$ cat src/rtl/bf16_pkg.sv
// Shared bfloat16 types and constants for the bf16 datapath blocks.
package bf16_pkg;

  typedef struct packed {
    logic       sign;
    logic [7:0] exp;
    logic [6:0] man;
  } bf16_t;

  localparam int         BF16_BIAS    = 127;
  localparam logic [7:0] BF16_EXP_MAX = 8'hFF;

  typedef enum logic [2:0] {
    IDLE,
    CLASSIFY,
    SHIFT,
    ROUND,
    HOLD
  } cvt_state_t;

  // Bit positions inside the {invalid, overflow, inexact} flag vector
  localparam int FLAG_INVALID  = 2;
  localparam int FLAG_OVERFLOW = 1;
  localparam int FLAG_INEXACT  = 0;

endpackage

$ cat src/rtl/bf16_classify.sv
// Combinational bfloat16 operand classification: specials, unbiased exponent,
// mantissa-nonzero.
module bf16_classify
  import bf16_pkg::*;
(
  input  bf16_t              op,
  output logic               is_nan,
  output logic               is_inf,
  output logic               is_zero_sub,
  output logic signed [8:0]  exp_unb,
  output logic               man_nz
);

  assign man_nz      = |op.man;
  assign is_nan      = (op.exp == BF16_EXP_MAX) && man_nz;
  assign is_inf      = (op.exp == BF16_EXP_MAX) && !man_nz;
  assign is_zero_sub = (op.exp == 8'h00);
  assign exp_unb     = $signed({1'b0, op.exp}) - $signed(9'(BF16_BIAS));

endmodule

$ cat src/rtl/bfloat16_to_int.sv
// Iterative bfloat16 -> signed integer converter: RNE rounding, saturation,
// {invalid, overflow, inexact} flags, one bit of shift per cycle.
module bfloat16_to_int
  import bf16_pkg::*;
#(
  parameter int INT_W = 16
) (
  input  logic             clk,
  input  logic             rst,
  input  logic             in_valid,
  output logic             in_ready,
  input  logic [15:0]      in_data,
  output logic             out_valid,
  input  logic             out_ready,
  output logic [INT_W-1:0] out_data,
  output logic [2:0]       out_flags,
  output logic             busy
);

  localparam int ACC_W = INT_W + 8;
  localparam int CNT_W = $clog2(INT_W);

  localparam logic [INT_W-1:0] INT_MAX = {1'b0, {(INT_W-1){1'b1}}};
  localparam logic [INT_W-1:0] INT_MIN = {1'b1, {(INT_W-1){1'b0}}};
  localparam logic [INT_W:0]   POS_LIM = {2'b00, {(INT_W-1){1'b1}}};
  localparam logic [INT_W:0]   NEG_LIM = {2'b01, {(INT_W-1){1'b0}}};

  cvt_state_t state, state_next;

  bf16_t             op;
  logic [ACC_W-1:0]  acc;
  logic              sticky;
  logic [CNT_W-1:0]  cnt;
  logic              shift_right;

  logic              is_nan, is_inf, is_zero_sub, man_nz;
  logic signed [8:0] exp_unb;

  bf16_classify u_classify (
    .op          (op),
    .is_nan      (is_nan),
    .is_inf      (is_inf),
    .is_zero_sub (is_zero_sub),
    .exp_unb     (exp_unb),
    .man_nz      (man_nz)
  );

  // Handshakes: a transfer happens on a rising edge where valid and ready are
  // both high. in_ready is high only in IDLE; out_valid is high only in HOLD,
  // where out_data/out_flags stay stable until out_ready is seen.
  assign in_ready  = (state == IDLE);
  assign out_valid = (state == HOLD);
  assign busy      = (state != IDLE);

  logic             too_small, too_big, special;
  logic [CNT_W-1:0] shift_n;
  logic [INT_W-1:0] sat_val;
  logic [INT_W-1:0] spec_data;
  logic [2:0]       spec_flags;

  assign too_small = exp_unb < -9'sd1;
  assign too_big   = exp_unb > $signed(9'(INT_W - 1));
  assign special   = is_nan | is_inf | is_zero_sub | too_small | too_big;
  assign shift_n   = exp_unb[8] ? CNT_W'(1) : exp_unb[CNT_W-1:0];
  assign sat_val   = op.sign ? INT_MIN : INT_MAX;

  always_comb begin
    spec_data  = '0;
    spec_flags = '0;
    if (is_nan) begin
      spec_flags[FLAG_INVALID] = 1'b1;
    end else if (is_inf) begin
      spec_data                 = sat_val;
      spec_flags[FLAG_OVERFLOW] = 1'b1;
    end else if (is_zero_sub) begin
      spec_flags[FLAG_INEXACT] = man_nz;
    end else if (too_small) begin
      spec_flags[FLAG_INEXACT] = 1'b1;
    end else if (too_big) begin
      spec_data                 = sat_val;
      spec_flags[FLAG_OVERFLOW] = 1'b1;
    end
  end

  // Round-to-nearest-even on the integer field, then saturate by sign
  logic [INT_W-1:0] int_f;
  logic             g, s, inc, sat;
  logic [INT_W:0]   mag;
  logic [INT_W-1:0] rnd_data;
  logic [2:0]       rnd_flags;

  always_comb begin
    int_f     = acc[ACC_W-1:8];
    g         = acc[7];
    s         = (|acc[6:0]) | sticky;
    inc       = g & (s | int_f[0]);
    mag       = {1'b0, int_f} + (INT_W+1)'(inc);
    sat       = op.sign ? (mag > NEG_LIM) : (mag > POS_LIM);
    rnd_flags = '0;
    if (sat) begin
      rnd_data                 = sat_val;
      rnd_flags[FLAG_OVERFLOW] = 1'b1;
    end else begin
      rnd_data                = op.sign ? -mag[INT_W-1:0] : mag[INT_W-1:0];
      rnd_flags[FLAG_INEXACT] = g | s;
    end
  end

  always_ff @(posedge clk or posedge rst) begin
    if (rst) state <= IDLE;
    else     state <= state_next;
  end

  always_comb begin
    state_next = state;
    case (state)
      IDLE:     if (in_valid) state_next = CLASSIFY;
      CLASSIFY: begin
        if (special)           state_next = HOLD;
        else if (shift_n == 0) state_next = ROUND;
        else                   state_next = SHIFT;
      end
      SHIFT:    if (cnt == CNT_W'(1)) state_next = ROUND;
      ROUND:    state_next = HOLD;
      HOLD:     if (out_ready) state_next = IDLE;
      default:  state_next = IDLE;
    endcase
  end

  always_ff @(posedge clk or posedge rst) begin
    if (rst) begin
      op          <= '0;
      acc         <= '0;
      sticky      <= 1'b0;
      cnt         <= '0;
      shift_right <= 1'b0;
      out_data    <= '0;
      out_flags   <= '0;
    end else begin
      case (state)
        IDLE: if (in_valid) op <= in_data;
        CLASSIFY: begin
          if (special) begin
            out_data  <= spec_data;
            out_flags <= spec_flags;
          end
          // Hidden one lands on bit 8 so the accumulator reads as 1.m
          acc         <= {{(INT_W-1){1'b0}}, 1'b1, op.man, 1'b0};
          sticky      <= 1'b0;
          cnt         <= shift_n;
          shift_right <= exp_unb[8];
        end
        SHIFT: begin
          if (shift_right) begin
            acc    <= acc >> 1;
            sticky <= sticky | acc[0];
          end else begin
            acc <= acc << 1;
          end
          cnt <= cnt - CNT_W'(1);
        end
        ROUND: begin
          out_data  <= rnd_data;
          out_flags <= rnd_flags;
        end
        default: ;
      endcase
    end
  end

endmodule

$ cat config.mk
export PLATFORM = sky130hd
export DESIGN_NAME = bfloat16_to_int
export DESIGN_NICKNAME = d
export VERILOG_FILES = /design/src/rtl/bf16_pkg.sv /design/src/rtl/bf16_classify.sv /design/src/rtl/bfloat16_to_int.sv
export SDC_FILE = /design/constraint.sdc
export NUM_CORES = 1
export LEC_CHECK = 0
export CAP_MARGIN = 20
export CORE_ASPECT_RATIO = 0.9
export CORE_UTILIZATION = 55
export DETAILED_ROUTE_END_ITERATION = 10
export PLACE_DENSITY = 0.77
export SLEW_MARGIN = 20
export SYNTH_ARGS = -nofsm -noshare
export SYNTH_HDL_FRONTEND = slang
export SYNTH_HIERARCHICAL = 1
export SYNTH_SLANG_ARGS = --single-unit
$ cat constraint.sdc
create_clock -name clk -period 3.3 [get_ports clk]
set_input_delay 0.33 -clock clk [delete_from_list [all_inputs] [get_ports clk]]
set_output_delay 0.33 -clock clk [all_outputs]
set_load 0.01 [all_outputs]
==> out/metrics.yaml <==
power:
  p_leak_nw: 2.081
  combPwrFrac_pct: 49.7
  switchingPower_mw: 1.874
  swShare_pct: 40.30
  design_power_total_mw: 4.651
  vdd_ir_drop_max_mv: 0.5779
  clkPwrFrac_pct: 18.3
  power_density_nw_per_um2: 905.8
  p_seq_share_pct: 32.0
  internal-power_mw: 2.777
cells_and_area:
  num_antenna_cells: 0
  drive_above_1_share_pct: 13.46
  fillers: 628
  nNetsFinal: 541
  area_growth_pct: 17.90
  postLayoutCellArea_um2: 5135
global_route:
  overflow: 0
  grt_pass1_vias: 3493
  grt_pass1_wl_um: 16750
  grt_usage_pct: 26.07
  grt_max_degree: 55
  grt_antenna_before_repair: 0
worst_setup_path:
  path_max_fanout: 8
  arrival_ns: 3.32
  start_kind: "flip-flop"
  worstPathRequired_ns: 3.52
  end_kind: "flip-flop"
  path_class: "reg2reg"
outcome:
  status: "complete, no violations"
cts:
  cts_tree: "built"
  htree_levels: 3
  clkLatencyLatePin_ns: 0.35
  root_buffer: "clkbuf_8"
  hold_buffers: 0
  cts_buffers: 9
  clockBufferDepth: 2
  clk_pin_slew_worst_paths_ns: 0.08
  cts.sinks: 68
sta:
  rsz0062_at_grt: "no"
  fmaxAchievable_mhz: 323.4
  period_share_pct: 93.70
  fin_tns_setup_ns: 0
  fin_skew_ns: 0.01094
  setup_viol: 0
  slew_violations: 0
  tightest_slew_ns: 0.7023
  hold_viol_final: 0
  fin_crit_ns: 3.092
  relSlewSlack_pct: 52.68
yosys:
  synth.yosys.seq_area_share_pct: 39.07
  async_flop_share_pct: 100.0
  ys_ff_latch: 68
  syn_area_per_cell_um2: 9.074
  yosys_warnings: 6
  synth_nets: 506
  synth_edf_count: 0
  synthFlopType: "dfrtp_1"
  synthCells: 480
  synth_area_um2: 4355
  ys_types: 60
die:
  coreArea_um2: 7620
  initial_core_util_pct: 57.16
  die_h_um: 86.42
  chipWidth_um: 95.80
  num_rows: 30
  io-pin-count: 42
  die_area_um2: 8279
drt:
  vias: 3830
  wire_per_inst_um: 16.39
  drt_pass1_iterations: 5
  wl_um: 10100
  ant_nets: 0
  avgViaCountPerCell: 6.218
  drc_errors: 0
  drt-initial-drc-count: 211
placed_design:
  hpwl_um: 7352
  placed_area_um2: 4878
  io_buffers: 41
  gp_congestion: 0.8566
hold_path:
  min_path_type: "in2async"
job:
  drv_cap: 0
what timing repair did:
| action | 4_1_cts | 5_1_grt |
|---|---|---|
| setup buffers | 0 | 0 |
| endpoints found under the setup margin | 0 | 4 |
| resized for setup | 0 | 1 |
layout make-up:
class | instances | area, µm² | area share, %
inverter | 14 | 55.05 | 1.072
clock inverter | 6 | 111.4 | 2.169
multi-input combinational | 360 | 2441 | 47.54
tap | 96 | 120.1 | 2.339
clock buffer | 10 | 137.6 | 2.680
timing repair buffer | 62 | 568.0 | 11.06
sequential | 68 | 1702 | 33.14
logic make-up (layout without fill, tap and decap cells):
group	count (synthesis)	after routing	synth area share (%)
and+or+nand+nor	181	181	21.92
AOI/OAI and AO/OA	101	101	16.06
DFF	68	68	39.07
buffers and inverters	52	92	5.056
muxes	42	42	10.14
xor gates and xnor gates	30	30	6.033
adders and majority gates	6	6	1.724
routing by layer:
metal / global-route usage [%] / up-vias / wire, µm
met5: 0 / - / 0
met4: 7.734 / 0 / 123
met3: 4.474 / 14 / 549
met2: 43.25 / 123 / 4909
met1: 34.95 / 1872 / 4513
li1: - / 1821 / -
power groups by stage:
stage               registers [mW]  logic, mW  clock network [mW]
floorplan                     1.43       1.60                   0
global placement              1.48       2.23                   0
detailed placement            1.50       2.28                   0
CTS                           1.49       2.30               0.858
global route                  1.54       2.55               0.891
finish                        1.49       2.31               0.850
Yosys cell counts (3+ instances only):
| master | number | share of area (%) |
|---|---|---|
| nor4_2 | 4 | 1.1 |
| a221o_1 | 8 | 1.8 |
| dfrtp_1 | 68 | 39 |
| o31ai_1 | 4 | 0.69 |
| xnor2_1 | 22 | 4.4 |
| buf_2 | 8 | 0.92 |
| xor2_1 | 8 | 1.6 |
| a211oi_1 | 9 | 1.6 |
| nor2_1 | 47 | 4.1 |
| o211ai_1 | 5 | 0.86 |
| ha_1 | 6 | 1.7 |
| clkbuf_1 | 25 | 2.2 |
| mux2i_1 | 25 | 5.7 |
| and4_1 | 3 | 0.60 |
| nand2_1 | 39 | 3.4 |
| nand4_1 | 9 | 1.3 |
| buf_1 | 3 | 0.26 |
| o221ai_1 | 3 | 0.60 |
| nand3_1 | 18 | 2.1 |
| nor3_1 | 18 | 2.1 |
| and2_1 | 4 | 0.57 |
| o21ai_0 | 29 | 3.3 |
| a21oi_1 | 18 | 2.1 |
| nor3b_1 | 6 | 1.0 |
| mux2_2 | 17 | 4.4 |
| nor4_1 | 9 | 1.3 |
| inv_1 | 13 | 1.1 |
| a21o_1 | 3 | 0.52 |
| nand2b_1 | 6 | 0.86 |
| a31oi_1 | 3 | 0.43 |
final timing paths:
check | start | slack (ns) | depth (start not counted) | endpoint
max | op[7] | 0.21 | 10 | out_data[11]
min | rst | 0.43 | 2 | out_data[7]
max reg2reg | op[7] | 0.21 | 10 | out_data[11]
min reg2reg | cnt[3] | 0.51 | 1 | cnt[3]
max in group asynchronous | rst | 2.22 | 3 | acc[3]
min in group clk | cnt[3] | 0.51 | 1 | cnt[3]
state kept, by name, indices dropped and copies added, names as in the netlist:
register	cells
op	16
out_data	16
state	3
acc	24
sticky	1
out_flags	3
cnt	4
shift_right	1
stage by stage:
stage | utilization, % | setup slack [ns] | cells | hold slack (ns)
floorplan | - | 0.3523 | 480 | 0.4468
global placement | 63.99 | 0.3166 | 600 | 0.4828
detailed placement | 64.02 | 0.1736 | 600 | 0.4837
CTS | 67.29 | 0.1557 | 616 | 0.4675
global route | 67.39 | 0.003293 | 616 | 0.5127
finish | 67.39 | 0.2078 | 616 | 0.4262
worst max-delay path, stage by stage, from the launching register on:
cell      delay, ns
dfrtp_1        0.42
ha_1           0.25
nand3_1        0.15
nor2_1         0.08
nor2_1         0.42
o21ai_0        0.24
o2111a_1       0.24
nor2_1         0.46
a41oi_2        0.21
o21ai_1        0.37
nor4_1         0.12
cells in the final DEF (no fill, tap or decap), drive strengths merged, types with 4 or more instances in the layout:
master / instances
o211ai: 5
nor2: 48
xnor2: 22
a21oi: 18
ha: 6
dfrtp: 68
nor4: 14
o31ai: 4
nor3: 18
inv: 14
mux2: 17
xor2: 8
nand3: 19
and2: 4
nand2b: 6
nand4: 10
o21ai: 31
nor3b: 6
a211oi: 9
nand2: 40
mux2i: 25
a221o: 8
clkbuf: 10
clkdlybuf4s50: 41
buf: 21
(Power assumes the default switching activity.)
